==> config.mk <==
export PLATFORM = sky130hd
export DESIGN_NAME = a1_clip_seq_flat
export DESIGN_NICKNAME = d
export VERILOG_FILES = /design/src/rtl/a1_clip_seq_if.sv /design/src/rtl/a1_clip_seq.sv /design/src/flat_wrapper.sv
export SDC_FILE = /design/constraint.sdc
export NUM_CORES = 1
export LEC_CHECK = 0
export BUFFER_PORTS_ARGS = -buffer_cell sky130_fd_sc_hd__buf_2
export CORE_MARGIN = 1.5
export CORE_UTILIZATION = 61
export DETAILED_ROUTE_END_ITERATION = 10
export GPL_ROUTABILITY_DRIVEN = 0
export PLACE_DENSITY = 0.86
export SLEW_MARGIN = 5
export SYNTH_ARGS = -nofsm -noshare
export SYNTH_HDL_FRONTEND = slang
export SYNTH_SLANG_ARGS = --single-unit
==> constraint.sdc <==
create_clock -name sys_clk -period 4.3 [get_ports sys_clk]
set_clock_uncertainty 0.05 [all_clocks]
set_input_delay 0.215 -clock sys_clk [delete_from_list [all_inputs] [get_ports sys_clk]]
set_output_delay 0.215 -clock sys_clk [all_outputs]
set_load 0.005 [all_outputs]
==> src/rtl/a1_clip_seq_if.sv <==
// A1 pixel write-path handshake: the sequencer drives request and pointer,
// the write datapath returns the acknowledge.
interface a1_clip_seq_if;
   logic        wr_req;
   logic        wr_ack;
   logic [15:0] wr_x;
   logic [15:0] wr_y;

   modport master (output wr_req, output wr_x, output wr_y, input wr_ack);
   modport slave  (input wr_req, input wr_x, input wr_y, output wr_ack);
endinterface

==> src/rtl/a1_clip_seq.sv <==
// Blitter A1 clip sequencer: walks the A1 pointer over an inner x outer pixel
// run, requesting one write per pixel and skipping outside pixels when clipping.
module a1_clip_seq (
   input  logic        sys_clk,
   input  logic        reset,
   input  logic        start,
   input  logic        clip_en,
   input  logic [15:0] x_start,
   input  logic [15:0] y_start,
   input  logic        x_dir,
   input  logic [15:0] inner_cnt,
   input  logic [15:0] outer_cnt,
   input  logic [14:0] win_x,
   input  logic [14:0] win_y,
   a1_clip_seq_if.master wr,
   output logic        busy,
   output logic        done,
   output logic [15:0] clip_cnt
);

   typedef enum logic [1:0] {S_IDLE, S_EVAL, S_WRITE, S_DONE} state_t;

   state_t      state_q;
   logic [15:0] x_q, y_q, xs_q;
   logic [15:0] inner_q, in_rem_q, out_rem_q;
   logic [14:0] win_x_q, win_y_q;
   logic        x_dir_q, clip_en_q;
   logic [15:0] clip_cnt_q;
   logic        wr_req_q, busy_q, done_q;

   logic        outside_s;
   state_t      adv_state_d;
   logic [15:0] x_adv_d, y_adv_d, in_adv_d, out_adv_d;
   logic        adv_done_d;

   assign outside_s = x_q[15] | y_q[15] | (x_q[14:0] >= win_x_q) | (y_q[14:0] >= win_y_q);

   // Pointer/counter update applied when leaving EVAL (clipped) or WRITE (acked).
   always_comb begin
      adv_state_d = S_EVAL;
      x_adv_d     = x_q;
      y_adv_d     = y_q;
      in_adv_d    = in_rem_q;
      out_adv_d   = out_rem_q;
      adv_done_d  = 1'b0;
      if (in_rem_q > 16'd1) begin
         x_adv_d  = x_dir_q ? (x_q - 16'd1) : (x_q + 16'd1);
         in_adv_d = in_rem_q - 16'd1;
      end else if (out_rem_q > 16'd1) begin
         x_adv_d   = xs_q;
         y_adv_d   = y_q + 16'd1;
         in_adv_d  = inner_q;
         out_adv_d = out_rem_q - 16'd1;
      end else begin
         adv_state_d = S_DONE;
         adv_done_d  = 1'b1;
      end
   end

   // Sequencer FSM with registered handshake and status outputs.
   always_ff @(posedge sys_clk) begin
      if (reset) begin
         state_q    <= S_IDLE;
         x_q        <= 16'd0;
         y_q        <= 16'd0;
         xs_q       <= 16'd0;
         inner_q    <= 16'd0;
         in_rem_q   <= 16'd0;
         out_rem_q  <= 16'd0;
         win_x_q    <= 15'd0;
         win_y_q    <= 15'd0;
         x_dir_q    <= 1'b0;
         clip_en_q  <= 1'b0;
         clip_cnt_q <= 16'd0;
         wr_req_q   <= 1'b0;
         busy_q     <= 1'b0;
         done_q     <= 1'b0;
      end else begin
         case (state_q)
            S_IDLE: begin
               done_q   <= 1'b0;
               wr_req_q <= 1'b0;
               if (start) begin
                  xs_q       <= x_start;
                  x_q        <= x_start;
                  y_q        <= y_start;
                  x_dir_q    <= x_dir;
                  clip_en_q  <= clip_en;
                  inner_q    <= inner_cnt;
                  in_rem_q   <= inner_cnt;
                  out_rem_q  <= outer_cnt;
                  win_x_q    <= win_x;
                  win_y_q    <= win_y;
                  clip_cnt_q <= 16'd0;
                  busy_q     <= 1'b1;
                  if ((inner_cnt == 16'd0) || (outer_cnt == 16'd0)) begin
                     state_q <= S_DONE;
                     done_q  <= 1'b1;
                  end else begin
                     state_q <= S_EVAL;
                  end
               end else begin
                  busy_q <= 1'b0;
               end
            end
            S_EVAL: begin
               if (outside_s && clip_en_q) begin
                  if (clip_cnt_q != 16'hFFFF) begin
                     clip_cnt_q <= clip_cnt_q + 16'd1;
                  end
                  state_q   <= adv_state_d;
                  x_q       <= x_adv_d;
                  y_q       <= y_adv_d;
                  in_rem_q  <= in_adv_d;
                  out_rem_q <= out_adv_d;
                  done_q    <= adv_done_d;
               end else begin
                  state_q  <= S_WRITE;
                  wr_req_q <= 1'b1;
               end
            end
            S_WRITE: begin
               if (wr.wr_ack) begin
                  wr_req_q  <= 1'b0;
                  state_q   <= adv_state_d;
                  x_q       <= x_adv_d;
                  y_q       <= y_adv_d;
                  in_rem_q  <= in_adv_d;
                  out_rem_q <= out_adv_d;
                  done_q    <= adv_done_d;
               end
            end
            S_DONE: begin
               state_q <= S_IDLE;
               done_q  <= 1'b0;
               busy_q  <= 1'b0;
            end
            default: begin
               state_q  <= S_IDLE;
               wr_req_q <= 1'b0;
               done_q   <= 1'b0;
               busy_q   <= 1'b0;
            end
         endcase
      end
   end

   assign wr.wr_req = wr_req_q;
   assign wr.wr_x   = x_q;
   assign wr.wr_y   = y_q;
   assign busy      = busy_q;
   assign done      = done_q;
   assign clip_cnt  = clip_cnt_q;

endmodule

==> src/flat_wrapper.sv <==
// flat-port wrapper written by rule: the top's interface ports become plain ports
module a1_clip_seq_flat 
  (sys_clk, reset, start, clip_en, x_start, y_start, x_dir, inner_cnt, outer_cnt, win_x, win_y, busy, done, clip_cnt, wr_wr_req, wr_wr_x, wr_wr_y, wr_wr_ack);
  a1_clip_seq_if wr_i ();
  input  logic sys_clk;
  input  logic reset;
  input  logic start;
  input  logic clip_en;
  input  logic [15:0] x_start;
  input  logic [15:0] y_start;
  input  logic x_dir;
  input  logic [15:0] inner_cnt;
  input  logic [15:0] outer_cnt;
  input  logic [14:0] win_x;
  input  logic [14:0] win_y;
  output logic busy;
  output logic done;
  output logic [15:0] clip_cnt;
  output wire logic [$bits(wr_i.wr_req)-1:0] wr_wr_req;
  output wire logic [$bits(wr_i.wr_x)-1:0] wr_wr_x;
  output wire logic [$bits(wr_i.wr_y)-1:0] wr_wr_y;
  input wire logic [$bits(wr_i.wr_ack)-1:0] wr_wr_ack;
  assign wr_wr_req = wr_i.wr_req;
  assign wr_wr_x = wr_i.wr_x;
  assign wr_wr_y = wr_i.wr_y;
  assign wr_i.wr_ack = wr_wr_ack;
  a1_clip_seq u_core (.sys_clk(sys_clk), .reset(reset), .start(start), .clip_en(clip_en), .x_start(x_start), .y_start(y_start), .x_dir(x_dir), .inner_cnt(inner_cnt), .outer_cnt(outer_cnt), .win_x(win_x), .win_y(win_y), .wr(wr_i), .busy(busy), .done(done), .clip_cnt(clip_cnt));
endmodule
==> results.json <==
{
  "crit_start": "u_core.wr.wr_y[6]$_SDFFE_PP0P_",
  "rows": 43,
  "grt_antenna_before_repair": 0,
  "hold_viol_final": 1,
  "sw_frac_of_total_pct": 41.94,
  "grt_usage_pct": 34.53,
  "first_pass_iters": 5,
  "coreArea_um2": 13880,
  "die_h_um": 122.4,
  "final_common_cell": "nand2_1",
  "drv_cap": 0,
  "mappedNetlistArea_um2": 8701,
  "clkTransAtPathRegs_ns": 0.06,
  "critical_path.startpoint_type": "flop",
  "dieArea_um2": 14990,
  "critPathKind": "reg2reg",
  "internal-power_mw": 3.948,
  "power.density_nw_per_um2": 638.8,
  "start_util_pct": 62.68,
  "yosysSeqAreaShare_pct": 34.28,
  "num_io_pins": 151,
  "period_share_pct": 84.55,
  "violations": "hold timing",
  "outcome": "complete, but fails checks",
  "grt_pass1_wl_um": 40720,
  "final_area_um2": 10650,
  "htreeDepth": 4,
  "num_vias": 9233,
  "max_freq_mhz": 275.1,
  "reg2reg_from": "u_core.wr.wr_y[6]$_SDFFE_PP0P_",
  "rsz0062_at_grt": "no",
  "synth-async-reset-ratio_pct": 0,
  "finalWirelength_um": 25690,
  "ctsResizeCount": 0,
  "multi_input_area_um2": 5298,
  "worstHoldStart": "inner_cnt[5]",
  "grt_pass1_vias": 8593,
  "wl_per_cell_um": 17.17,
  "die_width_um": 122.4,
  "overflow": 0,
  "numCtsBuffers": 17,
  "port_buffers": 150,
  "setup_viol": 0,
  "min_period_ns": 3.636,
  "crit_required_ns": 4.63,
  "drive_above_1_share_pct": 16.27,
  "cts_max_path_buffers": 2,
  "dp_hpwl_um": 16440,
  "grt_max_degree": 85,
  "synth_fp_nets": 1292,
  "clockPowerShare_pct": 22.5,
  "synth_ff_type": "dfxtp_1",
  "first_iter_violations": 1017,
  "ant_nets": 0,
  "num-fill-cells": 1026,
  "dpl_cell_area_um2": 9525,
  "whs_ns": -0.001814,
  "fin_setup_tns_ns": 0,
  "num-nets-final": 1457,
  "worstPathMaxFanout": 18,
  "syn_avg_cell_area_um2": 7.652,
  "slew_headroom_pct": 24.04,
  "yosysWarnings": 0,
  "clock-sinks": 149,
  "worstPathArrival_ns": 3.96,
  "clock_latency_ns": 0.44,
  "synth-seq-cells": 149,
  "slew_violations": 0,
  "syn_inst": 1137,
  "synth-edff-count": 0,
  "cts_tree": "built",
  "end_kind": "flop",
  "regArea_um2": 2983,
  "leakage_nw": 4.418,
  "drc": 0,
  "ir_worst_vdd_uv": 386.0,
  "whs_path_depth": 3,
  "layout_common_cells": "nand2_1, buf_2, dfxtp_1, a21oi_1, nor2_1",
  "ys_types": 64,
  "power_frac_comb_pct": 45.7,
  "p_sw_mw": 2.852,
  "seq_power_share_pct": 31.8,
  "viasPerCell": 6.172,
  "cts_root_buf": "clkbuf_16",
  "reg2regPathDepth": 9,
  "synthToLayoutAreaGrowth_pct": 22.35,
  "holdCritPathClass": "in2reg",
  "worstMarginPinSlew_ns": 1.137
}
==> worst max-delay path, cell delays in order, from the launching register on <==
cell and delay (ns):
dfxtp_1 0.47, ha_1 0.30, a21o_1 0.19, a221oi_1 0.30, o21ai_0 0.22, a22oi_1 0.22
a41o_1 0.48, nor2_4 0.20, nor2_1 0.84, a221o_1 0.29
==> registers in the layout (all words and copies together) (netlist names) <==
register and count:
u_core.clip_en_q 1, u_core.x_dir_q 1, u_core.out_rem_q 16, u_core.wr.wr_req 1
u_core.done 1, u_core.state_q 2, u_core.wr.wr_y 16, u_core.wr.wr_x 16
u_core.win_x_q 15, u_core.clip_cnt 16, u_core.busy 1, u_core.xs_q 16
u_core.inner_q 16, u_core.win_y_q 15, u_core.in_rem_q 16
==> cells in the mapped netlist, types with 13 or more instances <==
master / n / share of area, %
a211oi_1: 26 / 2.2
a21oi_1: 110 / 6.3
a221o_1: 14 / 1.6
a31oi_1: 14 / 1.0
and2_1: 16 / 1.2
clkbuf_1: 56 / 2.4
dfxtp_1: 149 / 34
ha_1: 54 / 7.8
inv_1: 47 / 2.0
mux2i_1: 22 / 2.5
nand2_1: 230 / 9.9
nand3_1: 27 / 1.6
nand4_1: 13 / 0.93
nor2_1: 70 / 3.0
nor3_1: 25 / 1.4
nor4_1: 17 / 1.2
o211ai_1: 19 / 1.6
o21ai_0: 44 / 2.5
xnor2_1: 23 / 2.3
==> per-layer routing <==
layer / share of wire [%] / track usage [%] / up-vias
li1: - / - / 4381
met1: 40 / 40.98 / 4279
met2: 48 / 59.01 / 477
met3: 8.3 / 7.017 / 96
met4: 4.1 / 17.73 / 0
met5: 0 / 0 / -
==> logic make-up (layout without fill, tap and decap cells) <==
family / count (synthesis) / in the layout / share of synthesized area, %
other: 0 / 1 / 0
xor gates and xnor gates: 30 / 30 / 3.020
adders and majority gates: 55 / 55 / 7.995
and+or+nand+nor: 473 / 473 / 25.41
DFF: 149 / 149 / 34.28
buffers and inverters: 114 / 292 / 5.177
muxes: 23 / 23 / 2.660
AOI/OAI and AO/OA: 293 / 293 / 21.46
==> layout make-up <==
cell class,instances,share of cell area [%]
diodes,1,0.02351
clock buffers,24,4.807
clock inverters,8,0.8933
inverters,47,1.657
multi-input cells,874,49.76
flip-flops and latches,149,28.02
well taps,180,2.116
repair buffers,213,12.72
==> what timing repair did <==
action	in CTS	in global routing
setup buffers	0	0
endpoints found under the hold margin	51	0
hold buffers	51	0
==> path summary, 6_finish.rpt <==
check,to,slack [ns]
hold / removal,u_core.inner_q[5]$_SDFFE_PP0P_,-0.002
setup reg to reg,u_core.out_rem_q[10]$_SDFFE_PP0P_,0.66
setup / recovery,u_core.out_rem_q[10]$_SDFFE_PP0P_,0.66
hold reg to reg,u_core.inner_q[14]$_SDFFE_PP0P_,0.40
==> power by group through the flow <==
stage / registers [mW] / clock network (mW) / logic [mW]
after floorplan: 2.06 / 0 / 2.23
final: 2.16 / 1.53 / 3.11
after global placement: 2.14 / 0 / 2.88
after detailed placement: 2.16 / 0 / 2.96
after CTS: 2.14 / 1.53 / 3.05
after global routing: 2.21 / 1.60 / 3.44
==> stage by stage <==
step | instances | util, % | hold slack (ns) | power (mW) | setup WS [ns]
6_report | 1496 | 76.69 | -0.001814 | 6.800 | 0.6644
4_1_cts | 1495 | 76.67 | 0.0005562 | 6.715 | 0.7529
3_5_place_dp | 1412 | 68.62 | 0.3973 | 5.123 | 0.8466
5_1_grt | 1495 | 76.67 | 0.01185 | 7.241 | 0.5371
3_3_place_gp | 1412 | 68.62 | 0.3922 | 5.026 | 0.9613
2_1_floorplan | 1137 | - | 0.3010 | 4.289 | 1.339
Note: power is estimated with default switching activity, not from simulation.
